File: src/rtl/muldiv_pkg.sv
// Shared definitions for the iterative multiply/divide unit: operation
// encodings, controller states and small operation-decode helpers.
package muldiv_pkg;

  typedef enum logic [1:0] {
    MULT  = 2'b00,
    MULTU = 2'b01,
    DIV   = 2'b10,
    DIVU  = 2'b11
  } op_e;

  typedef enum logic [1:0] {
    IDLE = 2'b00,
    CALC = 2'b01,
    DONE = 2'b10
  } state_e;

  function automatic logic is_signed_op(op_e op);
    return (op == MULT) || (op == DIV);
  endfunction

  function automatic logic is_div_op(op_e op);
    return (op == DIV) || (op == DIVU);
  endfunction

endpackage

File: src/rtl/md_signfix.sv
// Conditional two's-complement negate; doubles as absolute value when
// negate is driven from the operand's sign bit.
module md_signfix #(
  parameter int WIDTH = 32
) (
  input  logic [WIDTH-1:0] value,
  input  logic             negate,
  output logic [WIDTH-1:0] result
);

  assign result = negate ? (~value + WIDTH'(1)) : value;

endmodule

File: src/rtl/muldiv_unit.sv
// Iterative multiply/divide unit: one shift-add or restoring shift-subtract
// step per cycle on operand magnitudes, with sign fix-up on completion.
module muldiv_unit
  import muldiv_pkg::*;
#(
  parameter int WIDTH = 32
) (
  input  logic             clk,
  input  logic             rst_n,
  input  logic             start,
  input  logic [1:0]       op,
  input  logic [WIDTH-1:0] a,
  input  logic [WIDTH-1:0] b,
  input  logic             flush,
  output logic [WIDTH-1:0] hi,
  output logic [WIDTH-1:0] lo,
  output logic             done,
  output logic             busy,
  output logic             stall
);

  localparam int CW = $clog2(WIDTH + 1);

  state_e           state_q, state_d;
  op_e              op_q, op_in;
  logic [CW-1:0]    cnt_q;
  logic [WIDTH-1:0] opnd_q, acc_hi_q, acc_lo_q;
  logic             quot_neg_q, rem_neg_q, div_zero_q;

  logic             accept, last_step, in_signed, in_div;
  logic [WIDTH-1:0] abs_a, abs_b;
  logic [WIDTH:0]   add_a, add_b, sum;
  logic             sub;
  logic [WIDTH-1:0] step_hi, step_lo;
  logic [2*WIDTH-1:0] prod_fix;
  logic [WIDTH-1:0] quot_fix, rem_fix, res_hi, res_lo;

  assign op_in     = op_e'(op);
  assign in_signed = is_signed_op(op_in);
  assign in_div    = is_div_op(op_in);
  assign accept    = (state_q == IDLE) && start && !flush;
  assign last_step = (cnt_q == CW'(WIDTH - 1));

  md_signfix #(.WIDTH(WIDTH)) u_abs_a (
    .value(a), .negate(in_signed && a[WIDTH-1]), .result(abs_a)
  );

  md_signfix #(.WIDTH(WIDTH)) u_abs_b (
    .value(b), .negate(in_signed && b[WIDTH-1]), .result(abs_b)
  );

  // One shared adder: multiply adds the multiplicand into the upper half,
  // divide subtracts the divisor from the shifted partial remainder.
  always_comb begin
    sub   = is_div_op(op_q);
    add_a = {1'b0, acc_hi_q};
    add_b = '0;
    if (sub) begin
      add_a = {acc_hi_q, acc_lo_q[WIDTH-1]};
      add_b = {1'b0, opnd_q};
    end else if (acc_lo_q[0]) begin
      add_b = {1'b0, opnd_q};
    end
    sum = add_a + (add_b ^ {(WIDTH+1){sub}}) + {{WIDTH{1'b0}}, sub};
  end

  // Divide: sum[WIDTH] set means the trial subtraction borrowed, so restore.
  always_comb begin
    step_hi = sum[WIDTH:1];
    step_lo = {sum[0], acc_lo_q[WIDTH-1:1]};
    if (is_div_op(op_q)) begin
      if (sum[WIDTH]) begin
        step_hi = add_a[WIDTH-1:0];
        step_lo = {acc_lo_q[WIDTH-2:0], 1'b0};
      end else begin
        step_hi = sum[WIDTH-1:0];
        step_lo = {acc_lo_q[WIDTH-2:0], 1'b1};
      end
    end
  end

  md_signfix #(.WIDTH(2*WIDTH)) u_fix_prod (
    .value({step_hi, step_lo}), .negate(quot_neg_q), .result(prod_fix)
  );

  md_signfix #(.WIDTH(WIDTH)) u_fix_quot (
    .value(step_lo), .negate(quot_neg_q), .result(quot_fix)
  );

  md_signfix #(.WIDTH(WIDTH)) u_fix_rem (
    .value(step_hi), .negate(rem_neg_q), .result(rem_fix)
  );

  // A zero divisor leaves the dividend in the remainder, so only lo needs forcing.
  always_comb begin
    res_hi = rem_fix;
    res_lo = quot_fix;
    if (!is_div_op(op_q)) begin
      {res_hi, res_lo} = prod_fix;
    end else if (div_zero_q) begin
      res_lo = '1;
    end
  end

  always_comb begin
    state_d = state_q;
    case (state_q)
      IDLE:    if (accept) state_d = CALC;
      CALC:    if (flush) state_d = IDLE;
               else if (last_step) state_d = DONE;
      DONE:    state_d = IDLE;
      default: state_d = IDLE;
    endcase
  end

  assign busy  = (state_q != IDLE);
  assign done  = (state_q == DONE) && !flush;
  assign stall = rst_n && !flush && (accept || (state_q == CALC));

  always_ff @(posedge clk) begin
    if (!rst_n) begin
      state_q    <= IDLE;
      op_q       <= MULT;
      cnt_q      <= '0;
      opnd_q     <= '0;
      acc_hi_q   <= '0;
      acc_lo_q   <= '0;
      quot_neg_q <= 1'b0;
      rem_neg_q  <= 1'b0;
      div_zero_q <= 1'b0;
      hi         <= '0;
      lo         <= '0;
    end else begin
      state_q <= state_d;
      case (state_q)
        IDLE: begin
          if (accept) begin
            op_q       <= op_in;
            cnt_q      <= '0;
            acc_hi_q   <= '0;
            opnd_q     <= in_div ? abs_b : abs_a;
            acc_lo_q   <= in_div ? abs_a : abs_b;
            quot_neg_q <= in_signed && (a[WIDTH-1] ^ b[WIDTH-1]);
            rem_neg_q  <= in_signed && a[WIDTH-1];
            div_zero_q <= in_div && (b == '0);
          end
        end
        CALC: begin
          if (!flush) begin
            acc_hi_q <= step_hi;
            acc_lo_q <= step_lo;
            cnt_q    <= cnt_q + 1'b1;
            if (last_step) begin
              hi <= res_hi;
              lo <= res_lo;
            end
          end
        end
        default: ;
      endcase
    end
  end

endmodule

File: config.mk
export PLATFORM = sky130hd
export DESIGN_NAME = muldiv_unit
export DESIGN_NICKNAME = d
export VERILOG_FILES = /design/src/rtl/muldiv_pkg.sv /design/src/rtl/md_signfix.sv /design/src/rtl/muldiv_unit.sv
export SDC_FILE = /design/constraint.sdc
export NUM_CORES = 1
export LEC_CHECK = 0
export CAP_MARGIN = 30
export CORE_UTILIZATION = 35
export DETAILED_ROUTE_END_ITERATION = 10
export SLEW_MARGIN = 0
export SYNTH_ARGS = -nofsm -noshare
export SYNTH_HDL_FRONTEND = slang
export SYNTH_HIERARCHICAL = 1
export SYNTH_SLANG_ARGS = --single-unit
File: constraint.sdc
create_clock -name clk -period 7.2 [get_ports clk]
set_input_delay 1.44 -clock clk [delete_from_list [all_inputs] [get_ports clk]]
set_output_delay 1.44 -clock clk [all_outputs]
set_load 0.1 [all_outputs]
==> summary.md, run 1 <==
| Metric | Value |
|---|---|
| Status | finished, final reports clean |
| Hold path cells | 2 |
| Initial core utilization | 0.359 |
| R2R Path Start | op_q[1] |
| Synth Register Bits | 172 |
| Leak pwr | 7.23 nW |
| Clock Skew | 17.6 ps |
| Setup bufs post-CTS | 0 |
| Placer Congestion | 0.931 |
| Reg2Reg Setup Slack | 680 ps |
| CP max stage delay | 650 ps |
| Max frequency | 0.153 GHz |
| Syn_area_per_cell | 8.19 um2 |
| Peak supply drop | 0.184 mV |
| Grt met1 use | 0.316 |
| All-Layer GR Usage | 0.217 |
| Post-Syn Area | 16400 um2 |
| RSZ-0062 raised after global routing | no |
| Max-slew violations | 0 |
| Area grow syn2layout | 15.4% |
| Cell mode on critical path | a21oi_1 |
| Crit share post-route | 0.906 |
| Worst skew pair latency | 470 ps |
| Critical path class | reg2reg |
| # IOs | 137 |
| Slew HR | 0.332 |
| H-tree Lvls | 4 |
| Sequential area share after synthesis | 0.210 |
| CP required | 7550 ps |
| Final Hold Fails | 0 |
| Row count | 78 |
| Mapped Nets | 2113 |
| DIE AREA | 47800 um2 |
| Via total after detailed routing | 15625 |
| Worst EP arrival | 6870 ps |
| Synth Flop Type | dfxtp_1 |
| Netlist cell types | 89 |
| DR WL/cell | 19.5 um |
| Post-route DRC | 0 |
| Reg clk slew, reported paths | 80 ps |
| Hold_buf cts | 0 |
| TritonCTS Buffers | 17 |
| DR iter-0 viols | 1124 |
| CTS tree | yes |
| Crit start category | flop |
| DIE HEIGHT | 219 um |
| Total wire length | 52.2 mm |
| HPWL Detailed | 40.2 mm |
| HP Class | reg2reg |
| Placed cell count | 2648 |
| # diodes | 0 |
| Reg2Reg Depth | 18 |
| Worst R2R End | hi[30] |
| Total congestion overflow | 0 |
| Setup-failing EPs final | 0 |
| Worst slew pin tran | 999 ps |
| First-pass GRT wire length | 82.6 mm |
| Filler cell count in the final layout | 4632 |
| ANT nets after route | 0 |
| Final cell count without fillers | 2681 |
| Met3 Use GR | 0.0283 |
| PostCTS Resize Cnt | 0 |
| Core Box Area | 45800 um2 |
| Crit-path cells | buf_4, mux2_2, ha_1, a21oi_1, o21ai_0, a21oi_1, nand3_4, xnor2_4, mux2i_1, a21oi_1, or4_1, nor4_1, nand4_2, o41ai_1, xnor2_1, mux2i_1, nand2_1, o211a_1 |
| Synth Instances | 2005 |
| Min Tclk post-route | 6520 ps |
| GR peak layer | met2 |
| Met2 Use GR | 0.339 |
| Synth Warn # | 6 |
| CTS max path bufs | 2 |
| Critical path capture point type | flop |
| Die width | 219 um |
| 1st-pass router iterations | 5 |
| Fraction of layout cells with a size suffix above 1 | 0.121 |
| I/O Buffers | 136 |
| Tot Pwr | 2.98 mW |
| Max Cap Viol | 0 |
| Clock sink total | 172 |
| Setup TNS | 0 ps |
| Power Density | 157 nW/um2 |
| CTS Root Cell | clkbuf_16 |
| Asr flop ratio synth | 0 |
| Hold Crit Endpoint | lo[6] |
| Crit-path slowest cell | or4_1 |
| Vias per Instance | 5.83 |
| Vias in the first global route | 14540 |
| Pin count of the biggest net entering global routing | 97 |
| Fin nets | 2176 |
| Area of the multi-input gates | 12300 um2 |
| Post-synth EDFFs | 0 |
| Worst Path Max Fanout | 34 |
| Initial antenna violation count | 0 |
| Register Area | 3450 um2 |
| HP Start | lo[6] |
## kinds of logic (layout without fill, tap and decap cells)
group | count (synthesis) | count (layout) | synth area share
and+or+nand+nor | 645 | 645 | 0.219
buffers and inverters | 161 | 237 | 0.0409
AOI/OAI and AO/OA | 595 | 595 | 0.271
DFF | 172 | 172 | 0.210
adders and majority gates | 38 | 38 | 0.0294
xor gates and xnor gates | 216 | 216 | 0.116
muxes | 178 | 178 | 0.114
## power by group
group	total, mW	internal, mW	switching [mW]
clock	0.946	0.493	0.453
combinational	1.02	0.378	0.642
sequential	1.01	0.982	0.0310
total	2.98	1.85	1.13
## worst max path at each step
stage                 start  endpoint  slack (ps)  cells past startpoint
floorplan           op_q[1]    hi[28]        1040                     25
global placement    op_q[1]    hi[26]         930                     20
detailed placement  op_q[1]    hi[30]         770                     20
CTS                 op_q[1]    hi[30]         740                     20
global route        op_q[1]    hi[30]         160                     20
finish              op_q[1]    hi[30]         680                     18
## critical path: cells and delay by family, from the launching register on
family	cells	cell delay, ps
DFF	1	590
and+or+nand+nor	5	1630
AOI/OAI and AO/OA	6	1780
adders and majority gates	1	370
buffers and inverters	1	480
xor gates and xnor gates	2	620
muxes	3	890
## layer usage
layer | share of wire | wire [um]
met4 | 0.0099 | 514
met3 | 0.053 | 2780
met5 | 0 | 0
met2 | 0.44 | 23100
met1 | 0.49 | 25800
## state kept, by name, summed over array words and instances (netlist names), 2 cells and up
register	count
cnt_q	6
state_q	2
hi	32
opnd_q	32
acc_lo_q	32
acc_hi_q	32
lo	32
## final cells by class
| class | instances | share of cell area |
|---|---|---|
| clock inverter | 13 | 0.00687 |
| clock buffer | 19 | 0.0234 |
| tap | 600 | 0.0396 |
| timing repair buffer | 177 | 0.0911 |
| inverter | 28 | 0.00555 |
| multi-input combinational | 1672 | 0.651 |
| sequential | 172 | 0.182 |
## per-stage QoR
stage	worst slack [ps]	utilization	hold WS, ps	cell area (um2)
after detailed placement	771	0.401	456	18300
after floorplan	1040	-	436	16400
after global routing	156	0.414	490	18900
final	679	0.414	463	18900
after global placement	933	0.399	453	18300
after CTS	739	0.413	464	18900
## placed cells by master (no fill, tap or decap), types with 39 or more instances in the layout
cell type / synthesis / routed
a21boi_0: 39 / 39
a21oi_1: 79 / 79
buf_4: 6 / 39
clkdlybuf4s50_1: 0 / 133
dfxtp_1: 172 / 170
mux2_2: 62 / 62
mux2i_1: 113 / 113
nand2_1: 251 / 251
nor2_1: 104 / 102
nor2b_1: 48 / 45
o211a_1: 64 / 64
o21ai_0: 129 / 129
o31ai_1: 59 / 59
xnor2_1: 203 / 203
## cell usage after synthesis (all sizes together) (18+ instances only)
master / number / area [um2]
a211oi: 37 / 293
a21boi: 41 / 308
a21oi: 79 / 395
buf: 42 / 224
clkbuf: 91 / 342
dfxtp: 172 / 3440
ha: 37 / 463
inv: 28 / 105
mux2: 65 / 743
mux2i: 113 / 1130
nand2: 252 / 948
nand2b: 27 / 169
nand3: 40 / 253
nand4: 24 / 171
nor2: 105 / 397
nor2b: 48 / 300
nor3: 26 / 146
nor4: 39 / 536
o211a: 64 / 641
o21ai: 141 / 709
o221ai: 34 / 298
o31ai: 68 / 564
o41ai: 49 / 598
or3: 18 / 124
xnor2: 204 / 1810
Power figures use the tool's default switching activity.
==> run 2, diff against run 1 <==
CTS_BUF_LIST = sky130_fd_sc_hd__clkbuf_2   (was default)
==> summary.md, run 2 (synthesis gave the netlist of run 1 again) <==
| Metric | Value |
|---|---|
| Post-route DRC | 0 (unchanged) |
| HP Start | lo[25] (was lo[6]) |
| Setup TNS | 0 ps (unchanged) |
| Crit share post-route | 0.915 (was 0.906) |
| Area grow syn2layout | 13.3% (was 15.4%) |
| Total congestion overflow | 0 (unchanged) |
| Cell Area, Placed | 18300 um2 (unchanged) |
| Total wire length | 52.0 mm (was 52.2 mm) |
| DIE HEIGHT | 219 um (unchanged) |
| HPWL Detailed | 40.2 mm (unchanged) |
| Register Area | 3450 um2 (unchanged) |
| Worst EP arrival | 7340 ps (was 6870 ps) |
| Filler cell count in the final layout | 4677 (was 4632) |
| Max-slew violations | 0 (unchanged) |
| PostCTS Resize Cnt | 0 (unchanged) |
| Crit start category | flop (unchanged) |
| Initial antenna violation count | 1 (was 0) |
| Setup-failing EPs final | 0 (unchanged) |
| Setup bufs post-CTS | 0 (unchanged) |
| H-tree Lvls | 4 (unchanged) |
| All-Layer GR Usage | 0.216 (was 0.217) |
| DR iter-0 viols | 1126 (was 1124) |
| Min Tclk post-route | 6590 ps (was 6520 ps) |
| CTS max path bufs | 2 (unchanged) |
| Critical Path Source | op_q[1] (unchanged) |
| Initial core utilization | 0.359 (unchanged) |
| Placer Congestion | 0.931 (unchanged) |
| DR WL/cell | 19.4 um (was 19.5 um) |
| Max Cap Viol | 0 (unchanged) |
| HP Class | reg2reg (unchanged) |
| CTS tree | yes (unchanged) |
| Peak supply drop | 0.0905 mV (was 0.184 mV) |
| I/O Buffers | 136 (unchanged) |
| Hold_buf cts | 0 (unchanged) |
| Row count | 78 (unchanged) |
| CP required | 7950 ps (was 7550 ps) |
| Reg clk slew, reported paths | 310 ps (was 80 ps) |
| ANT nets after route | 0 (unchanged) |
| DIE AREA | 47800 um2 (unchanged) |
| Final Hold Fails | 0 (unchanged) |
| Pin count of the biggest net entering global routing | 97 (unchanged) |
| Worst slew pin tran | 999 ps (about the same) |
| Status | finished, final reports clean (unchanged) |
| CTS Root Cell | clkbuf_2 (was clkbuf_16) |
| Most frequent cells in the layout | nand2_1, xnor2_1, dfxtp_1, clkdlybuf4s50_1, o21ai_0 (unchanged) |
| Most common cell after layout, fill and taps aside | nand2_1 (unchanged) |
| TritonCTS Buffers | 17 (unchanged) |
| Design area | 18600 um2 (was 18900 um2) |
| Clock sink total | 172 (unchanged) |
| Critical path class | reg2reg (unchanged) |
| Critical path capture point type | flop (unchanged) |
| Vias in the first global route | 14528 (was 14540) |
| Clock Skew | 76.8 ps (was 17.6 ps) |
| Die width | 219 um (unchanged) |
| Core Box Area | 45800 um2 (unchanged) |
| Tot Pwr | 2.57 mW (was 2.98 mW) |
| Via total after detailed routing | 15651 (was 15625) |
| Max frequency | 0.152 GHz (was 0.153 GHz) |
| Slew HR | 0.332 (about the same) |
| Worst skew pair latency | 870 ps (was 470 ps) |
| First-pass GRT wire length | 82.1 mm (was 82.6 mm) |
| Worst Path Max Fanout | 34 (unchanged) |
| # IOs | 137 (unchanged) |
| Area of the multi-input gates | 12300 um2 (unchanged) |
| R2R Path Start | op_q[1] (unchanged) |
| 1st-pass router iterations | 6 (was 5) |
| Fraction of layout cells with a size suffix above 1 | 0.121 (unchanged) |
| RSZ-0062 raised after global routing | no (unchanged) |
| Power Density | 138 nW/um2 (was 157 nW/um2) |
| Leak pwr | 7.08 nW (was 7.23 nW) |
| Vias per Instance | 5.84 (was 5.83) |
| Fin nets | 2176 (unchanged) |
[run 2: cell types whose count changed in the layout (fill, tap and decap cells not counted), sizes merged]
cell    previous run  this run
clkbuf            19        18
clkinv             4         5
diode              0         1
[run 2: report_power, final]
part,internal [mW],switching [mW],total [mW]
logic,0.378,0.641,1.02
registers,0.987,0.0311,1.02
clock network,0.133,0.401,0.535
total,1.50,1.07,2.57
[run 2: layout make-up]
type                       count  area share
inverter                      28     0.00565
sequential                   172       0.185
timing repair buffer         177      0.0928
clock buffer                  18     0.00484
multi-input combinational   1672       0.664
clock inverter                14     0.00720
tap                          600      0.0404
antenna                        1    0.000135
[run 2: final timing paths]
path              endpoint  slack [ps]  cells after the start
hold / removal      lo[25]         480                      2
setup reg to reg    hi[30]         610                     20
hold reg to reg     lo[25]         480                      2
setup / recovery    hi[30]         610                     20
[run 2: per-stage QoR]
step                utilization  worst slack, ps  cells  hold WS, ps
global route              0.406              104   2682          505
floorplan                     -             1040   2005          436
detailed placement        0.401              771   2648          456
finish                    0.406              614   2682          480
global placement          0.399              933   2644          453
CTS                       0.406              699   2680          481
[run 2: critical path: stages (launching register included)]
cell and delay (ps):
dfxtp_4 650, buf_4 490, mux2_2 410, ha_1 380
a21oi_1 280, o211ai_1 130, a21oi_1 210, o211ai_1 140
nand2_1 230, nand3_4 170, xnor2_4 510, mux2i_1 310
a21oi_1 270, or4_1 650, nor4_1 390, nand4_2 290
o41ai_1 390, xnor2_1 110, mux2i_1 190, nand2_1 80
o211a_1 170
[run 2: metal layers]
metal  wire, um  up-vias  GRT usage  part of all wire
met2      23000      517      0.336              0.44
met3       2750       34     0.0273             0.053
met4        516        0     0.0415            0.0099
li1           -     7560          -                 -
met5          0        -          0                 0
met1      25700     7540      0.314              0.49
